===== config.mk =====
export PLATFORM = sky130hd
export DESIGN_NAME = imm_encoder
export DESIGN_NICKNAME = d
export VERILOG_FILES = /design/src/rtl/imm_encoder.sv
export SDC_FILE = /design/constraint.sdc
export NUM_CORES = 1
export LEC_CHECK = 0
export BUFFER_PORTS_ARGS = -buffer_cell sky130_fd_sc_hd__buf_2
export CELL_PAD_IN_SITES_DETAIL_PLACEMENT = 2
export CELL_PAD_IN_SITES_GLOBAL_PLACEMENT = 2
export CORE_MARGIN = 2
export CORE_UTILIZATION = 31
export CTS_CLUSTER_DIAMETER = 60
export DETAILED_ROUTE_END_ITERATION = 16
export PLACE_DENSITY = 0.8
export SYNTH_ARGS = -nofsm -noshare
export SYNTH_HDL_FRONTEND = slang
export SYNTH_SLANG_ARGS = --single-unit

===== constraint.sdc =====
create_clock -name clk -period 2.6 [get_ports clk]
set_input_delay 0.13 -clock clk [delete_from_list [all_inputs] [get_ports clk]]
set_output_delay 0.13 -clock clk [all_outputs]
set_load 0.05 [all_outputs]

===== src/rtl/imm_encoder.sv =====
// Immediate encoder: maps a 32-bit constant/offset to a 24-bit instruction immediate field.
// DP rotated immediates use an iterative search testing ROTS_PER_CYCLE rotations per cycle.
module imm_encoder #(
    parameter int unsigned ROTS_PER_CYCLE = 1
) (
    input  logic        clk,
    input  logic        reset_n,
    input  logic        in_valid,
    output logic        in_ready,
    input  logic [31:0] value,
    input  logic [1:0]  imm_src,
    output logic        out_valid,
    input  logic        out_ready,
    output logic [23:0] imm_field,
    output logic        encodable
);

    localparam int unsigned NGRP     = 16 / ROTS_PER_CYCLE;
    localparam logic [3:0]  LAST_GRP = 4'(NGRP - 1);

    localparam logic [1:0] SRC_DP  = 2'b00;
    localparam logic [1:0] SRC_MEM = 2'b01;
    localparam logic [1:0] SRC_B   = 2'b10;

    typedef enum logic [1:0] {
        StIdle,
        StSearch,
        StDone
    } state_e;

    state_e      state_q, state_d;
    logic [31:0] value_q, value_d;
    logic [3:0]  grp_q, grp_d;
    logic [23:0] field_q, field_d;
    logic        enc_q, enc_d;

    logic        hit;
    logic [3:0]  hit_k;
    logic [7:0]  hit_imm8;
    logic        mem_ok;
    logic        b_ok;

    assign in_ready  = reset_n && (state_q == StIdle);
    assign out_valid = (state_q == StDone);
    assign imm_field = field_q;
    assign encodable = enc_q;

    assign mem_ok = (value[31:12] == 20'd0);
    // Branch offset must be word aligned and fit a signed 26-bit byte range.
    assign b_ok   = (value[1:0] == 2'b00) && ((&value[31:25]) || !(|value[31:25]));

    // Test every rotation of the current group; the lowest k in the group wins.
    always_comb begin
        hit      = 1'b0;
        hit_k    = 4'd0;
        hit_imm8 = 8'd0;
        for (int unsigned j = 0; j < ROTS_PER_CYCLE; j++) begin
            logic [3:0]  k;
            logic [63:0] dbl;
            logic [31:0] rot;
            k   = 4'(int'(grp_q) * ROTS_PER_CYCLE + j);
            dbl = {value_q, value_q} << {k, 1'b0};
            rot = dbl[63:32];
            if (!hit && (rot[31:8] == 24'd0)) begin
                hit      = 1'b1;
                hit_k    = k;
                hit_imm8 = rot[7:0];
            end
        end
    end

    always_comb begin
        state_d = state_q;
        value_d = value_q;
        grp_d   = grp_q;
        field_d = field_q;
        enc_d   = enc_q;
        case (state_q)
            StIdle: begin
                if (in_valid && in_ready) begin
                    value_d = value;
                    grp_d   = 4'd0;
                    field_d = 24'd0;
                    enc_d   = 1'b0;
                    state_d = StDone;
                    unique case (imm_src)
                        SRC_DP: state_d = StSearch;
                        SRC_MEM: begin
                            if (mem_ok) begin
                                enc_d   = 1'b1;
                                field_d = {12'd0, value[11:0]};
                            end
                        end
                        SRC_B: begin
                            if (b_ok) begin
                                enc_d   = 1'b1;
                                field_d = value[25:2];
                            end
                        end
                        default: ;
                    endcase
                end
            end
            StSearch: begin
                if (hit) begin
                    enc_d   = 1'b1;
                    field_d = {12'd0, hit_k, hit_imm8};
                    state_d = StDone;
                end else if (grp_q == LAST_GRP) begin
                    enc_d   = 1'b0;
                    field_d = 24'd0;
                    state_d = StDone;
                end else begin
                    grp_d = grp_q + 4'd1;
                end
            end
            StDone: begin
                if (out_ready) state_d = StIdle;
            end
            default: state_d = StIdle;
        endcase
    end

    always_ff @(posedge clk) begin
        if (!reset_n) begin
            state_q <= StIdle;
            value_q <= 32'd0;
            grp_q   <= 4'd0;
            field_q <= 24'd0;
            enc_q   <= 1'b0;
        end else begin
            state_q <= state_d;
            value_q <= value_d;
            grp_q   <= grp_d;
            field_q <= field_d;
            enc_q   <= enc_d;
        end
    end

endmodule


-- After elaboration in Yosys (flattened, before gate mapping)
Index checks and enable logic that the tools add are counted.
- register bits: 63
- bits of input ports: 38
- logic and storage cells: 61
- add/subtract/negate cells: 1
- eq/ne operators: 10
- shift operators: 1
- muxes and demuxes: 27
- reduce and logical (&&, ||, !) cells: 17
- operators with widths (cell ; count):
    $mux 24 ; 4
    $pmux 24 s2 ; 2
    $shl 64x5->64 ; 1
    $logic_not 24->1 ; 1
    $logic_not 20->1 ; 1
    $mux 4 ; 4
    $mux 12 ; 1
    $mux 2 ; 5
    $mux 8 ; 1
    $pmux 4 s2 ; 1
    $reduce_and 7->1 ; 1
    $reduce_or 7->1 ; 1
    $logic_not 2->1 ; 3
    $mux 1 ; 6
    $pmux 2 s3 ; 1
    $reduce_and 3->1 ; 2
    $add 4x1->4 const B ; 1
    $eq 2x1->1 const B ; 2
    $eq 2x2->1 const B ; 2
    $eq 4x4->1 const B ; 1
    $ne 2x1->1 const B ; 2
    $ne 2x2->1 const B ; 2
    $pmux 1 s2 ; 2
    $reduce_and 4->1 ; 1
    6 further kinds ; 8

-- Logic depth before layout (Yosys ltp)
Gate-level depths: netlist (run 1).
- depth in word-level cells: 8
- depth in mapped cells: 12
- mapped depth without buffers: 8

-- Least setup slack after synthesis (run 1)
No wires, ideal clock.
- kind: reg2reg
- start: register grp_q[0]
- end: register field_q[12] (netlist: imm_field[12])
- setup time: 72 ps
- arrival time: 2707 ps
- data required time: 2528 ps
- path slack: -178 ps
- cell stages (with the launch flop): 11
- clock period less this slack: 2778 ps
- path through: dfxtp_1 > buf_4 > buf_1 > mux4_2 > or4_1 > o22ai_2 > o221a_2 > a21boi_4 > nor3_4 > buf_6 > mux2i_1
- word-level cells in the longest chain between the ends: 5
- elaborated cells between the ends (all ways): 8
- those cells by class: eq/ne (2); shift (1); mux (3); reduce/logical (2)
- RTL lines (what ; line ; RTL):
    start, declared ; 33 ; logic [3:0] grp_q, grp_d;
    start signal, assigned ; 134 ; grp_q <= grp_d;
    $shl 64x5->64 ; 62 ; dbl = {value_q, value_q} << {k, 1'b0};
    $logic_not 24->1 ; 64 ; if (!hit && (rot[31:8] == 24'd0)) begin
    $mux 1 ; 64 ;
    $ne 3x3->1 (no line) or $mux 24 (tied branches) ; -- ;
    $reduce_and 3->1 (no line) or $pmux 24 s2 (tied branches) ; -- ;
    end signal, assigned ; 135 ; field_q <= field_d;
    end, declared ; 34 ; logic [23:0] field_q, field_d;
Several ways; a longest one is shown, not always the timed one.
A chain may end at the register's enable or synchronous reset.

-- Worst setup path after layout (run 1)
- start: register grp_q[2]
- end: register field_q[3] (netlist: imm_field[3])
- word-level cells in the longest chain between the ends: 5
- elaborated cells between the ends (all ways): 9
- those cells by class: eq/ne (2); shift (1); mux (4); reduce/logical (2)
- RTL lines (what ; line):
    $shl 64x5->64 ; 62
    $logic_not 24->1 ; 64
    $mux 1 or $mux 8 (tied branches) ; 64
    $ne 3x3->1 (no line) or $mux 24 (tied branches) ; --
    $reduce_and 3->1 (no line) or $pmux 24 s2 (tied branches) ; --
Several ways; a longest one is shown, not always the timed one.

==> results of run 1 <==
[layout make-up]
| class | count | area, sq um |
|---|---|---|
| clock buffers | 10 | 229 |
| clock inverters | 6 | 83.8 |
| fillers | 1525 | 7410 |
| inverters | 11 | 47.5 |
| multi-input cells | 422 | 3440 |
| flip-flops and latches | 63 | 1270 |
| well taps | 184 | 230 |
| repair buffers | 230 | 1760 |
[worst min-delay path: stages]
cell and delay [ps]:
buf_2 100, nand2_1 40, o21ai_0 50
[metrics by stage]
step | area (sq um) | instances | hold WS, ps
after floorplan | 4630 | 539 | 238
after global placement | 5940 | 872 | 359
after detailed placement | 5940 | 872 | 363
after CTS | 6620 | 905 | 14.5
after global routing | 7070 | 926 | 42.0
final | 7070 | 926 | 12.5
[flip-flops by register name, indices dropped and copies added (netlist names)]
register,count
value_q,32
imm_field,24
grp_q,4
state_q,2
encodable,1
[worst paths after layout]
path	slack (ps)	to	cells after the start
max reg2reg	-910	imm_field[3]	12
min	10	value_q[27]	3
min reg2reg	470	imm_field[17]	2
max	-910	imm_field[3]	12
[cells by family (layout without fill, tap and decap cells)]
logic type                 Yosys count  after routing  share of synthesized area [%]
and+or+nand+nor                    217            218                           22.9
AOI/OAI and AO/OA                  134            134                           21.5
muxes                               66             66                           21.2
DFF                                 63             63                           27.7
buffers and inverters               55            257                           5.71
adders and majority gates            4              4                           1.10
[cell usage after synthesis (4+ instances only)]
| cell | instances | area share [%] |
|---|---|---|
| a22oi_1 | 7 | 1.2 |
| mux2_2 | 7 | 1.7 |
| buf_1 | 4 | 0.33 |
| inv_1 | 10 | 0.82 |
| a311oi_2 | 7 | 2.3 |
| buf_6 | 5 | 1.2 |
| a21oi_1 | 22 | 2.4 |
| mux2i_1 | 36 | 7.9 |
| clkbuf_1 | 26 | 2.1 |
| o21ai_1 | 5 | 0.55 |
| dfxtp_1 | 63 | 28 |
| o21ai_0 | 39 | 4.3 |
| nor3_1 | 18 | 2.0 |
| nand2_1 | 95 | 7.8 |
| a211oi_1 | 8 | 1.3 |
| o311ai_1 | 6 | 1.2 |
| nor2_1 | 35 | 2.9 |
| nand3_1 | 27 | 3.0 |
| mux4_2 | 21 | 10 |
| buf_2 | 7 | 0.77 |
| nor4_1 | 7 | 0.96 |
| nand4_1 | 4 | 0.55 |
| ha_1 | 4 | 1.1 |
| nor3b_1 | 4 | 0.66 |
| a31oi_1 | 4 | 0.55 |
| nor2b_1 | 5 | 0.69 |
[routing by layer]
layer | up-vias | GRT usage [%] | wire length, microns
li1 | 2423 | - | -
met1 | 3066 | 40.7 | 11900
met2 | 494 | 60.2 | 15500
met3 | 200 | 9.50 | 2780
met4 | 0 | 25.2 | 3070
met5 | - | 0 | 0
[repair_timing]
action                                  CTS  global route
buffers inserted                         15            20
pin swaps                                14            18
endpoints found under the setup margin   31            31
resized for setup                        47            55
cloned                                    2             2
[power by group through the flow]
| stage | Clock, mW | Combinational, mW | Sequential [mW] |
|---|---|---|---|
| final | 1.37 | 1.44 | 1.14 |
| after global routing | 1.41 | 1.47 | 1.14 |
| after CTS | 1.35 | 1.19 | 1.12 |
| after detailed placement | 0 | 1.03 | 1.13 |
| after global placement | 0 | 0.977 | 1.13 |
| after floorplan | 0 | 0.514 | 1.15 |
==> out/qor.csv, run 1 <==
stage;metric;value;unit
floorplanning;Core Box Area;0.0145;sq mm
route;post-detailed-route DRC marker count;0;
final_layout;fin util;48.8;%
placed_design;HPWL after DPL;17.3;mm
cts;Clk pin slew, worst setup/hold paths;70;ps
setup_path;Crit Path Max Fanout;27;
sta;Rel. slew slack;31.3;%
synthesis;number of synthesized register bits;63;
grt;vias in the first global route;6505;
cts;TritonCTS clock tree;yes;
pwr;NetSw;1.51;mW
synthesis;syn avg cell area;8.46;sq um
route;ANT nets after route;0;
grt;largest net degree at the start of global routing;67;
pwr;Design Power;3.96;mW
cts;CTS Sinks;63;
final_layout;Antenna Cells;0;
pwr;PwrDens;560;mW/mm^2
min_path;Min-Delay Path Class;primary input to register;
setup_path;Setup crit start kind;register;
setup_path;Crit path buffers/inverters;4;
final_layout;share of cells above drive strength 1;47.3;%
setup_path;Crit. End Element;register;
grt;gr ovfl total;0;
synthesis;Syn. warnings;0;
setup_path;Cell Chain, Critical Path;buf_12 > mux2i_1 > mux4_2 > and2_1 > o221a_2 > buf_4 > o221ai_4 > buf_6 > o21ai_4 > clkbuf_16 > a21oi_1 > a311oi_2;
sta;max-slew violation count;0;
placed_design;PortBufs;64;
synthesis;Post-synth EDFFs;0;
grt;gr usage total;36.3;%
sta;Worst Tran Pin Value;1030;ps
run;total of max-cap violations;0;
cts;Worst-Skew Late Latency;350;ps
sta;minimum clock period;3510;ps
synthesis;Cell Area, Synth;0.00456;sq mm
setup_path;Crit-path slowest cell;dfxtp_2;
floorplanning;die area;0.0157;sq mm
setup_path;Crit Path Class;register to register;
final_layout;Final #Nets;779;
final_layout;P&R area growth vs syn;55.0;%
sta;final worst setup slack;-907;ps
synthesis;synthesized netlist cell count;539;
setup_path;WP data required;2840;ps
sta;Setup TNS Final;-21480;ps
grt;antenna violations before repair;0;
sta;RSZ-0062 raised after global routing;yes;
cts;CTS Hold Bufs;0;
synthesis;Post-Syn Nets;581;
min_path;hold_sp;value[27];
placed_design;pre-CTS WS;-1070;ps
sta;max frequency;285;MHz
floorplanning;Ports;65;
run_status;failing checks;negative setup slack;
sta;Final setup viols;31;
final_layout;most frequent cells in the layout;buf_4, nand2_1, buf_2;
sta;final hold violations;0;
setup_path;CP peak stage delay;460;ps
sta;Tcrit/Tclk final;135;%
synthesis;register area share after synthesis;27.7;%
floorplanning;die width;125;microns
run_status;status;complete, but fails checks;
pwr;clock share of power;34.6;%
cts;maximum root-to-sink buffer count;2;
placed_design;Placer Congestion;0.955;
floorplanning;initial core utilization;31.5;%
final_layout;commonest non-fill, non-tap cell in the layout;buf_4;
cts;CTS buffer count;9;
route;via count of the routed design;6183;
synthesis;Post-synth ARST share;0;%
route;initial drt markers;715;
cts;clk root buf;clkbuf_16;
route;Routed WL;33.2;mm
floorplanning;# rows;44;
sta;Post-Route Skew;13.9;ps
setup_path;CP arrival;3750;ps
route;drt pass-1 iters;5;
setup_path;start point of the critical path;grp_q[2];
grt;first-pass GRT wire length;42.7;mm
route;routed len/inst;35.9;microns
pwr;P_leak;2.82;nW
synthesis;count of cell types in the netlist;70;
pwr;internal power;2.45;mW
setup_path;RR Startpoint;grp_q[2];
route;vias per inst;6.68;
cts;H-tree depth;3;
pwr;combinational fraction of design power;36.5;%
pwr;VDD IR-drop max;0.000437;V
floorplanning;Die Span Y;125;microns
synthesis;Synth Flop Type;dfxtp_1;
pwr;part of the power in registers;28.9;%
setup_path;Top delay family on crit path;compound AO/OA/AOI/OAI gates;
pwr;Sw Share;38.1;%
No activity file was read; power rests on OpenSTA's default activity.
==> run 2, diff against run 1 <==
- BUFFER_PORTS_ARGS: -buffer_cell sky130_fd_sc_hd__buf_2 -> default
- CORE_UTILIZATION: 31 -> 35
- DONT_BUFFER_PORTS: default -> 1
- PLACE_DENSITY: 0.8 -> 0.81
==> out/qor.csv, run 2 <==
stage;metric;value;unit;change
cts;H-tree depth;3;;unchanged
placed_design;Area after DPL;0.00553;sq mm;-7.0%
cts;CTS Sinks;63;;unchanged
synthesis;Post-synth ARST share;0;%;unchanged
placed_design;Placer Congestion;0.975;;+2.1%
sta;worst endpoint pin kind;sequential cell input;;
synthesis;number of synthesized register bits;63;;unchanged
cts;maximum root-to-sink buffer count;2;;unchanged
synthesis;Post-Syn Nets;581;;unchanged
grt;antenna violations before repair;3;;
floorplanning;Die Span Y;118;microns;-5.7%
synthesis;syn avg cell area;8.46;sq um;unchanged
synthesis;most frequent cells after synthesis;nand2_1, dfxtp_1, o21ai_0;;
synthesis;register area share after synthesis;27.7;%;unchanged
run_status;Fail Step;global routing (5_1_grt);;
placed_design;PortBufs;0;;-100%
floorplanning;Ports;65;;unchanged
synthesis;top cell type's share of synthesized area;27.7;%;unchanged
synthesis;synthesized netlist cell count;539;;unchanged
run_status;Stop Error;[ERROR DPL-0033] detailed placement checks failed during check placement.;;
run_status;status;stopped before the end;;
cts;CTS buffer count;9;;unchanged
cts;clk root buf;clkbuf_16;;
synthesis;Synth Flop Type;dfxtp_1;;
placed_design;HPWL after DPL;17.3;mm;+0.44%
synthesis;count leader, synth;nand2_1;;
synthesis;Syn. warnings;0;;unchanged
sta;worst endpoint from the post-global-route timing repair;imm_field[6]$_SDFFE_PN0P_/D;;
synthesis;Post-synth EDFFs;0;;unchanged
floorplanning;# rows;41;;-6.8%
synthesis;Cell Area, Synth;0.00456;sq mm;unchanged
synthesis;Synth area leaders;dfxtp_1, mux4_2, mux2i_1;;
synthesis;Yosys top cell by area;dfxtp_1;;
floorplanning;initial core utilization;36.0;%;+4.5 points
synthesis;count of cell types in the netlist;70;;unchanged
floorplanning;die width;118;microns;-5.7%
grt;largest net degree at the start of global routing;67;;
-- run 2: cell counts after synthesis --
No cell type changed its count.
-- run 2: cells by family after synthesis --
logic type | share of synthesized area (%)
AND/OR/NAND/NOR | 22.9
AO/OA/AOI/OAI | 21.5
multiplexers | 21.2
flip-flops | 27.7
buffers and inverters | 5.71
adder cells (fa/ha/maj) | 1.10
-- run 2: stage by stage --
stage | hold WS, ps | util, % | std cells | setup WS [ps] | TNS (ps)
detailed placement | 249 | 43.6 | 787 | -1150 | -28770
CTS | 9.16 | 55.5 | 883 | -357 | -8440
global placement | 242 | 43.6 | 787 | -899 | -21400
floorplan | 238 | - | 539 | -71.9 | -596
-- run 2: repair_timing --
item / in CTS
setup buffers: 25
setup endpoints to repair: 31
gates resized for setup: 80
gates cloned: 1
endpoints found under the hold margin: 50
pin swaps: 26
hold buffers: 54
==> run 3, diff against run 2 <==
- CELL_PAD_IN_SITES_DETAIL_PLACEMENT: 2 -> default
- CELL_PAD_IN_SITES_GLOBAL_PLACEMENT: 2 -> default
- CORE_UTILIZATION: 35 -> 30
- CTS_CLUSTER_DIAMETER: 60 -> default
- PLACE_DENSITY: 0.81 -> default
- PLACE_DENSITY_LB_ADDON: default -> 0.15
- clock period: 2.6 -> 3.38 ns (I/O delays scaled with it)
==> out/qor.csv, run 3 (synthesized netlist as in run 1, its figures left out) <==
stage;metric;value;unit;change
run_status;status;finished clean;;
route;max layer used;met4;;
placed_design;Placer Congestion;0.977;;+0.17%
grt;vias in the first global route;4534;;
final_layout;flip-flop and latch area;0.00127;sq mm;
setup_path;reg2reg path depth;9;;
route;vias per inst;5.71;;
setup_path;Cell Chain, Critical Path;buf_4 > mux4_2 > a211oi_1 > o221a_2 > o221a_2 > a21boi_4 > nor3_4 > buf_12 > mux2i_1;;
final_layout;multi-input combinational cell area;0.00305;sq mm;
pwr;PwrDens;418;mW/mm^2;
final_layout;share of cells above drive strength 1;17.4;%;
placed_design;pre-CTS WS;17.3;ps;+1170 ps
grt;antenna violations before repair;0;;
pwr;Design Power;2.40;mW;
sta;final worst setup slack;155;ps;
sta;Worst Tran Pin Value;847;ps;
sta;Post-Route Skew;11.4;ps;
grt;gr ovfl total;0;;
cts;CTS buffer count;9;;unchanged
min_path;hold_sp;value[24];;
route;met3 WL;884;microns;
setup_path;critical path depth;9;;
route;WL met1;7.43;mm;
route;post-detailed-route DRC marker count;0;;
final_layout;Final Non-Filler Cells;791;;
cts;CTS Sinks;63;;unchanged
setup_path;worst reg2reg path endpoint;imm_field[18];;
setup_path;Setup crit start kind;register;;
route;met2 WL;7.89;mm;
final_layout;commonest non-fill, non-tap cell in the layout;nand2_1;;
sta;Tcrit/Tclk final;95.4;%;
sta;Rel. slew slack;43.2;%;
floorplanning;Core Box Area;0.0150;sq mm;
sta;max frequency;310;MHz;
placed_design;dpl cells;716;;-9.0%
setup_path;Crit path buffers/inverters;2;;
final_layout;most frequent cells in the layout;nand2_1, dfxtp_1, dlygate4sd3_1;;
run;total of max-cap violations;0;;
route;ANT nets after route;0;;
cts;clk root buf;clkbuf_16;;
setup_path;Top delay family on crit path;compound AO/OA/AOI/OAI gates;;
final_layout;fin area;0.00574;sq mm;
setup_path;WP data required;3650;ps;
route;drt pass-1 iters;5;;
sta;max-slew violation count;0;;
setup_path;CP peak stage delay;530;ps;
sta;Final setup viols;0;;
cts;Clk pin slew, worst setup/hold paths;50;ps;
cts;TritonCTS clock tree;yes;;
floorplanning;die width;127;microns;+7.7%
final_layout;P&R area growth vs syn;25.9;%;
floorplanning;initial core utilization;30.3;%;-5.7 points
setup_path;Crit Path Class;register to register;;
sta;final hold violations;0;;
final_layout;Antenna Cells;0;;
setup_path;CP arrival;3500;ps;
cts;setup bufs post-CTS;0;;-100%
min_path;Min-Delay Path Class;primary input to register;;
min_path;Hold Path Depth;2;;
final_layout;Largest Register;value_q;;
cts;maximum root-to-sink buffer count;2;;unchanged
floorplanning;die area;0.0162;sq mm;
route;Routed WL;16.8;mm;
final_layout;fill count;1526;;
placed_design;Area after DPL;0.00486;sq mm;-12%
setup_path;most used cell, CP;o221a_2;;
pwr;P_leak;1.99;nW;
grt;largest net degree at the start of global routing;67;;
setup_path;Crit-path slowest cell;mux4_2;;
floorplanning;# rows;45;;+9.8%
sta;minimum clock period;3220;ps;
floorplanning;Ports;65;;unchanged
sta;final hold slack;12.5;ps;
setup_path;Crit Path Max Fanout;19;;
cts;H-tree depth;3;;unchanged
placed_design;HPWL after DPL;11.9;mm;-31%
placed_design;PortBufs;0;;unchanged
grt;gr usage total;21.6;%;
cts;Worst-Skew Late Latency;350;ps;
final_layout;max reg flops;32;;
min_path;WHS Endpoint;value_q[24];;
sta;Setup TNS Final;0;ps;
final_layout;fin util;38.2;%;
grt;first-pass GRT wire length;26.6;mm;
setup_path;reg-to-reg setup timing slack;160;ps;
setup_path;RR Startpoint;grp_q[0];;
floorplanning;Die Span Y;127;microns;+7.7%
pwr;VDD IR-drop max;0.000252;V;
route;via count of the routed design;4516;;
route;initial drt markers;435;;
sta;RSZ-0062 raised after global routing;no;;
route;routed len/inst;21.2;microns;
final_layout;Final #Nets;640;;
setup_path;Crit. End Element;register;;
[run 3: worst max path at each step]
stage	from	end	slack (ps)
floorplan	grp_q[0]	imm_field[12]	600
global placement	grp_q[1]	imm_field[7]	60
detailed placement	grp_q[1]	imm_field[17]	20
CTS	grp_q[0]	imm_field[7]	120
global route	grp_q[0]	imm_field[17]	9
finish	grp_q[0]	imm_field[18]	160
[run 3: where the power goes]
group / switching [mW] / internal, mW
combinational: 0.293 / 0.264
sequential: 0.120 / 0.790
clock: 0.366 / 0.568
[run 3: area by class of cell]
type	count	share of cell area, %
multi-input combinational	421	53.1
clock buffer	10	3.99
clock inverter	6	1.07
inverter	11	0.719
timing repair buffer	92	15.0
sequential	63	22.0
tap	188	4.10
[run 3: repair_timing]
action                     4_1_cts  5_1_grt
hold endpoints to repair        50        0
hold buffers                    59        0
gates resized for setup          1        1
pin swaps                        0        0
setup endpoints to repair        1        1
[run 3: routing by layer]
| metal | global-route usage, % | vias to the layer above |
|---|---|---|
| li1 | - | 2153 |
| met1 | 28.6 | 2171 |
| met2 | 33.8 | 151 |
| met3 | 4.86 | 41 |
| met4 | 9.11 | 0 |
| met5 | 0 | - |
